===== config.mk =====
export PLATFORM = sky130hd
export DESIGN_NAME = button_pulse_gen
export DESIGN_NICKNAME = d
export VERILOG_FILES = /design/src/rtl/button_pulse_gen.sv
export SDC_FILE = /design/constraint.sdc
export NUM_CORES = 1
export LEC_CHECK = 0
export CAP_MARGIN = 10
export CORE_MARGIN = 2
export CORE_UTILIZATION = 60
export DETAILED_ROUTE_END_ITERATION = 6
export GPL_TIMING_DRIVEN = 1
export PLACE_DENSITY = 0.76
export SYNTH_ARGS = -nofsm -noshare
export SYNTH_HDL_FRONTEND = slang
export SYNTH_SLANG_ARGS = --single-unit

===== constraint.sdc =====
create_clock -name clk -period 2.75 [get_ports clk]
set_input_delay 0.825 -clock clk [delete_from_list [all_inputs] [get_ports clk]]
set_output_delay 0.825 -clock clk [all_outputs]
set_load 0.03 [all_outputs]

===== src/rtl/button_pulse_gen.sv =====
// Push-button conditioner: two-flop synchroniser, debounce FSM and optional hold-to-auto-repeat.
// Emits one registered strobe per accepted press (and per repeat interval while held).
module button_pulse_gen #(
  parameter int DEBOUNCE_CYCLES = 1000000,
  parameter bit REPEAT_EN       = 1'b0,
  parameter int HOLD_CYCLES     = 50000000,
  parameter int REPEAT_CYCLES   = 25000000
) (
  input  logic clk,
  input  logic reset,
  input  logic btn_in,
  output logic btn_pulse,
  output logic btn_level,
  output logic btn_held
);

  localparam int MAX_DH  = (DEBOUNCE_CYCLES > HOLD_CYCLES) ? DEBOUNCE_CYCLES : HOLD_CYCLES;
  localparam int MAX_CYC = (MAX_DH > REPEAT_CYCLES) ? MAX_DH : REPEAT_CYCLES;
  localparam int CNT_W   = $clog2(MAX_CYC);

  localparam logic [CNT_W-1:0] CNT_ZERO  = {CNT_W{1'b0}};
  localparam logic [CNT_W-1:0] CNT_ONE   = CNT_W'(32'd1);
  localparam logic [CNT_W-1:0] CNT_SAT   = {CNT_W{1'b1}};
  localparam logic [CNT_W-1:0] DEB_LAST  = CNT_W'(DEBOUNCE_CYCLES - 32'sd1);
  localparam logic [CNT_W-1:0] HOLD_LAST = CNT_W'(HOLD_CYCLES - 32'sd1);
  localparam logic [CNT_W-1:0] REP_LAST  = CNT_W'(REPEAT_CYCLES - 32'sd1);

  typedef enum logic [2:0] {
    ST_IDLE        = 3'd0,
    ST_DEB_PRESS   = 3'd1,
    ST_PRESSED     = 3'd2,
    ST_REPEAT      = 3'd3,
    ST_DEB_RELEASE = 3'd4
  } state_t;

  state_t           state_r;
  logic [CNT_W-1:0] count_r;
  logic             sync1_r;
  logic             sync2_r;

  // Bring the asynchronous button into the clk domain.
  always_ff @(posedge clk) begin
    if (reset) begin
      sync1_r <= 1'b0;
      sync2_r <= 1'b0;
    end else begin
      sync1_r <= btn_in;
      sync2_r <= sync1_r;
    end
  end

  // Debounce / hold / repeat FSM; outputs are decoded from the state being entered.
  always_ff @(posedge clk) begin
    if (reset) begin
      state_r   <= ST_IDLE;
      count_r   <= CNT_ZERO;
      btn_pulse <= 1'b0;
      btn_level <= 1'b0;
      btn_held  <= 1'b0;
    end else begin
      case (state_r)
        ST_IDLE: begin
          count_r   <= CNT_ZERO;
          btn_pulse <= 1'b0;
          btn_level <= 1'b0;
          btn_held  <= 1'b0;
          if (sync2_r) begin
            state_r <= ST_DEB_PRESS;
          end else begin
            state_r <= ST_IDLE;
          end
        end

        ST_DEB_PRESS: begin
          btn_held <= 1'b0;
          if (!sync2_r) begin
            state_r   <= ST_IDLE;
            count_r   <= CNT_ZERO;
            btn_pulse <= 1'b0;
            btn_level <= 1'b0;
          end else if (count_r == DEB_LAST) begin
            state_r   <= ST_PRESSED;
            count_r   <= CNT_ZERO;
            btn_pulse <= 1'b1;
            btn_level <= 1'b1;
          end else begin
            state_r   <= ST_DEB_PRESS;
            count_r   <= count_r + CNT_ONE;
            btn_pulse <= 1'b0;
            btn_level <= 1'b0;
          end
        end

        // Release takes priority over a hold expiry on the same cycle.
        ST_PRESSED: begin
          btn_level <= 1'b1;
          if (!sync2_r) begin
            state_r   <= ST_DEB_RELEASE;
            count_r   <= CNT_ZERO;
            btn_pulse <= 1'b0;
            btn_held  <= 1'b0;
          end else if ((REPEAT_EN == 1'b1) && (count_r == HOLD_LAST)) begin
            state_r   <= ST_REPEAT;
            count_r   <= CNT_ZERO;
            btn_pulse <= 1'b1;
            btn_held  <= 1'b1;
          end else begin
            state_r   <= ST_PRESSED;
            count_r   <= (count_r == CNT_SAT) ? count_r : (count_r + CNT_ONE);
            btn_pulse <= 1'b0;
            btn_held  <= 1'b0;
          end
        end

        ST_REPEAT: begin
          btn_level <= 1'b1;
          if (!sync2_r) begin
            state_r   <= ST_DEB_RELEASE;
            count_r   <= CNT_ZERO;
            btn_pulse <= 1'b0;
            btn_held  <= 1'b0;
          end else if (count_r == REP_LAST) begin
            state_r   <= ST_REPEAT;
            count_r   <= CNT_ZERO;
            btn_pulse <= 1'b1;
            btn_held  <= 1'b1;
          end else begin
            state_r   <= ST_REPEAT;
            count_r   <= count_r + CNT_ONE;
            btn_pulse <= 1'b0;
            btn_held  <= 1'b1;
          end
        end

        // A bounce back to 1 returns to PRESSED and restarts the hold timer.
        ST_DEB_RELEASE: begin
          btn_pulse <= 1'b0;
          btn_held  <= 1'b0;
          if (sync2_r) begin
            state_r   <= ST_PRESSED;
            count_r   <= CNT_ZERO;
            btn_level <= 1'b1;
          end else if (count_r == DEB_LAST) begin
            state_r   <= ST_IDLE;
            count_r   <= CNT_ZERO;
            btn_level <= 1'b0;
          end else begin
            state_r   <= ST_DEB_RELEASE;
            count_r   <= count_r + CNT_ONE;
            btn_level <= 1'b1;
          end
        end

        default: begin
          state_r   <= ST_IDLE;
          count_r   <= CNT_ZERO;
          btn_pulse <= 1'b0;
          btn_level <= 1'b0;
          btn_held  <= 1'b0;
        end
      endcase
    end
  end

endmodule


==> out/results.txt, run 1 <==
The number of hold buffers added after CTS was 0. The tools report the total count of hold-check failures in the final report as 0. The tools report the capture point of the worst reg-to-reg path as count_r[3]$_SDFFE_PP0P_. The biggest cell delay along the critical path came out at 0.41 ns. For the detailed placer's ending HPWL, the log shows 2640 um. CTS placed an instance of sky130_fd_sc_hd__clkbuf_4 at the clock tree root.

The top-area cell type share of the netlist area is 0.383, and the highest achievable clock rate is 471 MHz. Area of the die: 3410 um^2. The pre-antenna-repair detailed-routing pass consisted of 4 iterations.

The clock insertion delay at the later pin of the skew report came out at 0.32 ns. The tools report the final antenna-violating net count as 0. The run gives 0 as the number of warnings issued by yosys. In the layout the commonest cells are sky130_fd_sc_hd__dfxtp_1, sky130_fd_sc_hd__nor2_1, sky130_fd_sc_hd__a21oi_1, sky130_fd_sc_hd__xnor2_1, sky130_fd_sc_hd__nand3_1.

The number of nets in the synthesized netlist is 208. The logs give 19 for the number of placement rows and 2.37 ns for the arrival time at the worst endpoint. The worst-case IR drop observed on VDD is 0.557 mV. Clock skew on the completed layout was measured at 0.00413 ns. From synthesis to final layout, the design area changed by 7.26%.

The flow ran to the end, and the final reports show no timing, DRC or antenna violations. The leakage power was 0.538 nW. Type of the most critical hold path: register to register.

The number of cells on the worst reg-to-reg path is 6. The number of global-route vias before repair was 1529. TritonCTS built the clock tree.

For the worst setup path, the data required time is 3.00 ns. The minimum clock period is 2.12 ns. After synthesis, the netlist uses 45 different library cells. The die span in x was 58.4 um; the max-slew violation count was 0. Startpoint class of the critical path: an input pin. The tools report the total routing resource utilization after global routing as 0.252. Source of the critical timing path: reset.

At the pin with the least slew margin, the transition time is 0.518 ns. The setup slack of the most critical reg-to-reg path is 0.63 ns. The number of port buffers is 5. The tools report the kind of capture point of the worst setup path as a register.

The cell that appears most often on the critical path is sky130_fd_sc_hd__buf_4. The sequential area share after synthesis was 0.383; the fraction of layout instances using a drive strength above 1 was 0.113. In the routed layout, each cell is associated on average with a via count of 6.49. The post-cts gate resize count was 0; the vertical die dimension was 58.4 um. Buffers added to address setup during post-CTS repair amount to 0. Sorting the synthesized cells by area gives the leading types as sky130_fd_sc_hd__dfxtp_1, sky130_fd_sc_hd__xnor2_1, sky130_fd_sc_hd__nor2_1. The worst slew margin relative to its limit came out at 0.652. The instance count of the mapped netlist was 204; the power per unit of standard cell area was 413 nW/um^2. The startpoint identified for the worst hold timing path is sync1_r$_SDFF_PP0_. The number of instances on the worst hold path is 1, and the number of max-cap violations is 0. At the end of routability-driven placement, the weighted congestion stood at 0.915. The first global-routing pass estimated 6630 um of wire. Summed over all failing endpoints, the final setup total negative slack is 0 ns.

Effective utilization at floorplan: 0.638. During I/O placement, the number of pins put on the boundary was 6. CTS built an H-tree with a depth of 2. The biggest area contributor in the post-synthesis netlist is sky130_fd_sc_hd__dfxtp_1.

The startpoint identified for the worst register-to-register timing path is count_r[0]$_SDFFE_PP0P_. For the total number of vias, the log shows 1584. The TritonCTS buffer count is 5, and the antenna cell count is 0.

The path with the worst hold slack has its endpoint at sync2_r$_SDFF_PP0_. Walking the worst path, the cells encountered are clkdlybuf4s50_1 > buf_4 > o31ai_1 > a221oi_4 > buf_4 > nor3_1. After synthesis, the mean cell area works out to 8.70 um^2.

Dividing the detail-routed wire length by the instance count gives 15.2 um. The number of antenna violations at the first check in global routing was 0; the post-synthesis register bit count was 34. The clock tree buffer depth is 2. The clock edge transition at the registers on the reported setup and hold paths was 0.10 ns. In the routed design, unresolved DRC markers number 0.

The final cycle utilization of the critical path is 0.772, and the netlist area before placement is 1780 um^2. After global routing the overflow that remains totals 0. In this run the worst path has a maximum fanout of 26.

Setup violations remaining at the end of the flow were counted as 0. The most common library cell in the layout ignoring fill and taps was sky130_fd_sc_hd__dfxtp_1. Setup repair after global routing left no endpoint under its margin. The slowest stage of the critical path is the sky130_fd_sc_hd__clkdlybuf4s50_1 cell. The run gives 3720 um as the total wirelength of the detailed-routed design. The run gives 66 as the DRC marker count from the first detailed-route iteration. The core region is 2780 um^2. The net count of the finished layout is 216.

The smallest hold slack was 0.450 ns; the maximum number of pins on one net before global-route repair was 27. The setup path with the least slack is of type input pin to register. The clock net in this run drives a total of 34 sinks.
[critical path: cells and delay by family]
| family | cells | cell delay [ns] |
|---|---|---|
| buffers and inverters | 3 | 0.83 |
| AO/OA/AOI/OAI | 2 | 0.50 |
| AND/OR/NAND/NOR | 1 | 0.20 |
[state kept, by name (all words and copies together), names as in the netlist]
| name | cells |
|---|---|
| btn_level | 1 |
| count_r | 26 |
| sync1_r | 1 |
| state_r | 3 |
| btn_held | 1 |
| btn_pulse | 1 |
| sync2_r | 1 |
[layout make-up]
class | count | area, um^2
clock buffer | 7 | 55.1
timing repair buffer | 10 | 87.6
inverter | 3 | 11.3
clock inverter | 1 | 5.00
sequential | 34 | 681
fill | 230 | 877
tap | 31 | 38.8
multi-input combinational | 158 | 1030
[routing by layer]
metal,global-route usage,part of all wire
met1,0.306,0.44
met4,0.120,0.023
met5,0,0
met2,0.411,0.47
met3,0.0725,0.066
[through the flow]
stage | total power [mW] | instance area (um^2) | utilization | std cells | setup WS (ns)
floorplan | 0.513 | 1780 | - | 204 | 0.954
CTS | 0.796 | 1900 | 0.685 | 244 | 0.611
finish | 0.786 | 1900 | 0.685 | 244 | 0.626
global placement | 0.518 | 1840 | 0.663 | 236 | 0.368
detailed placement | 0.519 | 1840 | 0.663 | 236 | 0.291
global route | 0.816 | 1900 | 0.685 | 244 | 0.432
[synth_stat cells]
cell type                   instances
sky130_fd_sc_hd__a2111oi_0          1
sky130_fd_sc_hd__a211oi_1           3
sky130_fd_sc_hd__a21oi_1           15
sky130_fd_sc_hd__a21oi_2            1
sky130_fd_sc_hd__a221oi_4           1
sky130_fd_sc_hd__and2_1             1
sky130_fd_sc_hd__and3_1             4
sky130_fd_sc_hd__and4_1             3
sky130_fd_sc_hd__buf_2              4
sky130_fd_sc_hd__buf_4              1
sky130_fd_sc_hd__buf_6              2
sky130_fd_sc_hd__clkbuf_1           2
sky130_fd_sc_hd__dfxtp_1           34
sky130_fd_sc_hd__ha_1               1
sky130_fd_sc_hd__inv_1              3
sky130_fd_sc_hd__mux2i_1            1
sky130_fd_sc_hd__nand2_1            9
sky130_fd_sc_hd__nand2_2            1
sky130_fd_sc_hd__nand2b_1           1
sky130_fd_sc_hd__nand3_1           12
sky130_fd_sc_hd__nand3_2            1
sky130_fd_sc_hd__nand3b_1           1
sky130_fd_sc_hd__nand4_1           10
sky130_fd_sc_hd__nand4_2            1
sky130_fd_sc_hd__nand4b_1           3
sky130_fd_sc_hd__nor2_1            22
sky130_fd_sc_hd__nor2b_1            4
sky130_fd_sc_hd__nor3_1             8
sky130_fd_sc_hd__nor3_2             1
sky130_fd_sc_hd__nor3b_1            4
sky130_fd_sc_hd__nor4_1             3
sky130_fd_sc_hd__nor4_2             2
sky130_fd_sc_hd__nor4b_1            2
sky130_fd_sc_hd__nor4bb_1           2
sky130_fd_sc_hd__o21ai_0            3
sky130_fd_sc_hd__o22ai_1            6
sky130_fd_sc_hd__o31ai_1            3
sky130_fd_sc_hd__or2_2              1
sky130_fd_sc_hd__or3_1              4
sky130_fd_sc_hd__or3_4              1
sky130_fd_sc_hd__or3b_2             1
sky130_fd_sc_hd__or4_1              2
sky130_fd_sc_hd__or4_4              1
sky130_fd_sc_hd__xnor2_1           15
sky130_fd_sc_hd__xor2_1             3
[kinds of logic after synthesis]
group,count (synthesis),synth area share
AOI/OAI and AO/OA,33,0.122
xor gates and xnor gates,18,0.0888
adders and majority gates,1,0.00705
buffers and inverters,12,0.0388
DFF,34,0.383
muxes,1,0.00564
and+or+nand+nor,105,0.354
[report_power, final]
group | switching (mW) | total (mW) | internal, mW
registers | 0.00220 | 0.496 | 0.494
logic | 0.00548 | 0.0115 | 0.00602
clock network | 0.155 | 0.279 | 0.124
total | 0.162 | 0.786 | 0.624
[how the worst max path moves through the flow]
stage,to,depth (start not counted)
2_1_floorplan,count_r[17]$_SDFFE_PP0P_,6
3_3_place_gp,count_r[14]$_SDFFE_PP0P_,6
3_5_place_dp,count_r[2]$_SDFFE_PP0P_,6
4_1_cts,btn_level,1
5_1_grt,count_r[14]$_SDFFE_PP0P_,6
6_report,count_r[2]$_SDFFE_PP0P_,6
Power figures use the tool's default switching activity.
==> inputs of run 2 (changes only) <==
Settings changed: CORE_UTILIZATION 60 to 54, PLACE_DENSITY 0.76 to 0.72.
Clock period 2.75 ns to 1.7 ns, I/O delays scaled along.
==> run 2 against run 1 <==
Net effect: the flow now finishes with violations (negative setup slack); routed wire length grew 120%; clock skew rose by 0.0024 ns; non-clock buffer count increased by 70; sequential power up 58%; power rose by 69%; via count up 44%; register-to-register slack worse by 1.1 ns; clock-buffer cell count did not move; die area up 10%; highest routed layer is now met5.
==> out/results.txt, run 2 (synthesized netlist as in run 1, its figures left out) <==
The arrival time at the worst endpoint was 2.36 ns (was 2.37 ns). The most common library cell in the layout ignoring fill and taps is sky130_fd_sc_hd__buf_4 (was sky130_fd_sc_hd__dfxtp_1). Setup repair after global routing could not meet its margin everywhere. The library cell contributing the largest single delay on the critical path is sky130_fd_sc_hd__o31ai_2 (was sky130_fd_sc_hd__clkdlybuf4s50_1). The final reports fail on negative setup slack.

The detailed-route DRC error count was 0 (unchanged); the peak fanout along the critical path was 4 (was 26). The total wirelength of the detailed-routed design is 8180 um (was 3720 um), and the I/O pin count is 6 (unchanged). TritonCTS built the clock tree. The number of antenna violations at the first check in global routing is 1 (was 0). The area of the core is 3100 um^2 (was 2780 um^2), and the vertical die dimension is 61.3 um (was 58.4 um).

The final cycle utilization of the critical path came out at 1.25. The power per unit of standard cell area came out at 462 nW/um^2 (was 413 nW/um^2). The via count normalized by instance count is 6.98 (was 6.49). The clock tree buffer depth was 2 (unchanged); the total number of vias was 2281 (was 1584). Total count of hold-check failures in the final report: 0 (unchanged). The placer congestion estimate is 0.812 (was 0.915). The first-pass GRT wire length is 9950 um (was 6630 um), and the minimum clock period is 2.12 ns.

The logs give 20 (was 19) for the number of placement rows and 0 (unchanged) for the antenna cell count. Maximum number of pins on one net before global-route repair: 11 (was 27). The final core area utilization was 0.928 (was 0.685). For the area of the die, the log shows 3760 um^2 (was 3410 um^2). The tools report the origin of the critical flop-to-flop path as count_r[13]$_SDFFE_PP0P_ (was count_r[0]$_SDFFE_PP0P_). The tools report the peak supply drop as 0.407 mV (was 0.557 mV).

The run gives 286 (was 216) as the count of nets after finishing. Critical hold path startpoint: sync1_r$_SDFF_PP0_ (unchanged). The sequential cell area in the final layout is 742 um^2 (was 681 um^2), and the fraction of layout instances using a drive strength above 1 is 0.555 (was 0.113).

Number of detailed-route iterations in the first pass: 5 (was 4). The register containing the most flip-flops in the final layout is count_r (unchanged). The run gives 0.36 ns (was 0.32 ns) as the clock insertion delay at the later pin of the skew report. For the total routing resource utilization after global routing, the log shows 0.369 (was 0.252).

The worst path buffer plus inverter count was 1 (was 3). The number of fill cells in the layout came out at 115 (was 230). Worst setup slack after layout: -0.424 ns (was 0.626 ns).

The tools report the effective utilization at floorplan as 0.572 (was 0.638). The startpoint class of the critical path is a register (was an input pin). Most frequent cells in the layout: sky130_fd_sc_hd__buf_4, sky130_fd_sc_hd__nor2_1, sky130_fd_sc_hd__xnor2_1, sky130_fd_sc_hd__dfxtp_2, sky130_fd_sc_hd__dfxtp_4 (was sky130_fd_sc_hd__dfxtp_1, sky130_fd_sc_hd__nor2_1, sky130_fd_sc_hd__a21oi_1, sky130_fd_sc_hd__xnor2_1, sky130_fd_sc_hd__nand3_1).

The tools report the clock sink count as 34 (unchanged). The detailed placer's ending HPWL is 3580 um (was 2640 um), and the leakage power is 1.06 nW (was 0.538 nW). The logs give 0 (unchanged) for the number of max-cap violations and 2069 (was 1529) for the number of global-route vias before repair.

The biggest cell delay along the critical path is 0.48 ns (was 0.41 ns). The master cell of the clock root buffer was sky130_fd_sc_hd__clkbuf_4 (unchanged). Regs by FF count: count_r (26), state_r (3) (unchanged). Kind of cell adding the most delay to the critical path: simple AND/OR/NAND/NOR gates (was buffers and inverters). Cell-by-cell trace of the critical path: nand3_2 > nor2_1 > nand2_1 > buf_4 > o31ai_2 > a21oi_2 (was clkdlybuf4s50_1 > buf_4 > o31ai_1 > a221oi_4 > buf_4 > nor3_1).

The area of the multi-input gates was 1340 um^2 (was 1030 um^2). The TritonCTS buffer count came out at 5 (unchanged). The tools report the final worst clock skew as 0.00650 ns (was 0.00413 ns). The tools report the kind of capture point of the worst setup path as a register (unchanged). For the post-layout total power, the log shows 1.33 mW (was 786 uW). The flow ran to the end, but the final reports show violations. The run gives 1.94 ns (was 3.00 ns) as the data required time of the worst path. For this run, the top clock speed supported by timing is 471 MHz.

The average wire per standard cell works out to 25.0 um (was 15.2 um). The run gives 2 (unchanged) as the H-tree depth. The area overhead of the layout relative to synthesis came out at 62.2% (was 7.26%). The source of the critical timing path is count_r[13]$_SDFFE_PP0P_ (was reset).

The die span in x is 61.3 um (was 58.4 um). The worst setup slack before clock tree synthesis is -0.392 ns (was 0.291 ns), and the post-route setup TNS is -4.56 ns (was 0 ns). The run gives 0.471 ns (was 0.450 ns) as the smallest hold slack. The clock edge transition at the registers on the reported setup and hold paths works out to 0.12 ns (was 0.10 ns). Startpoint-to-endpoint class of the critical path: register to register (was input pin to register). Worst slew margin relative to its limit: 0.617 (was 0.652).

Type of the most critical hold path: register to register (unchanged). The slew at the pin closest to its max-slew limit works out to 0.574 ns (was 0.518 ns). The final antenna-violating net count was 0 (unchanged); the number of port buffers was 5 (unchanged).

The total of endpoints with negative setup slack in the final report is 30 (was 0). Flip-flop count of the largest register, all copies and words added: 26 (unchanged). The logs give 525 (was 66) for the DRC marker count from the first detailed-route iteration and 0 (unchanged) for the overflow left after global routing. The max-slew violation count came out at 0 (unchanged).
run 2: power by group:
part           switching, mW  internal, mW  total [mW]
clock                  0.309         0.200       0.509
combinational         0.0194        0.0166      0.0361
sequential           0.00473         0.780       0.785
total                  0.333         0.998        1.33
run 2: layout make-up:
class / instances / share of cell area
flip-flops and latches: 34 / 0.258
multi-input cells: 158 / 0.464
inverters: 3 / 0.00391
clock buffers: 7 / 0.0191
repair buffers: 80 / 0.234
well taps: 44 / 0.0191
clock inverters: 1 / 0.00174
run 2: worst reg2reg max path: stages, from the launching register on:
cell and delay, ns:
sky130_fd_sc_hd__dfxtp_4 0.42, sky130_fd_sc_hd__nand3_2 0.14, sky130_fd_sc_hd__nor2_1 0.44, sky130_fd_sc_hd__nand2_1 0.19, sky130_fd_sc_hd__buf_4 0.18, sky130_fd_sc_hd__o31ai_2 0.48
sky130_fd_sc_hd__a21oi_2 0.14
run 2: path summary, 6_finish.rpt:
kind                                    to  depth (start not counted)  slack (ns)
setup / recovery  count_r[17]$_SDFFE_PP0P_                          6       -0.42
setup reg to reg  count_r[17]$_SDFFE_PP0P_                          6       -0.42
hold reg to reg         sync2_r$_SDFF_PP0_                          1        0.47
hold / removal          sync2_r$_SDFF_PP0_                          1        0.47
run 2: through the flow:
stage | instances | area [um^2]
finish | 327 | 2880
global placement | 298 | 2270
floorplan | 204 | 1810
detailed placement | 298 | 2270
CTS | 322 | 2600
global route | 327 | 2880
run 2: per-layer routing:
metal / up-vias / routed length [um] / track usage
li1: 920 / - / -
met1: 1023 / 2850 / 0.413
met2: 233 / 3600 / 0.637
met3: 103 / 962 / 0.0966
met4: 2 / 756 / 0.204
met5: - / 13 / 0
run 2: timing repair:
action	CTS	global route
gates resized for setup	42	57
setup endpoints to repair	32	31
pin swaps	3	18
hold buffers	0	0
gates cloned	2	0
buffers inserted	14	7
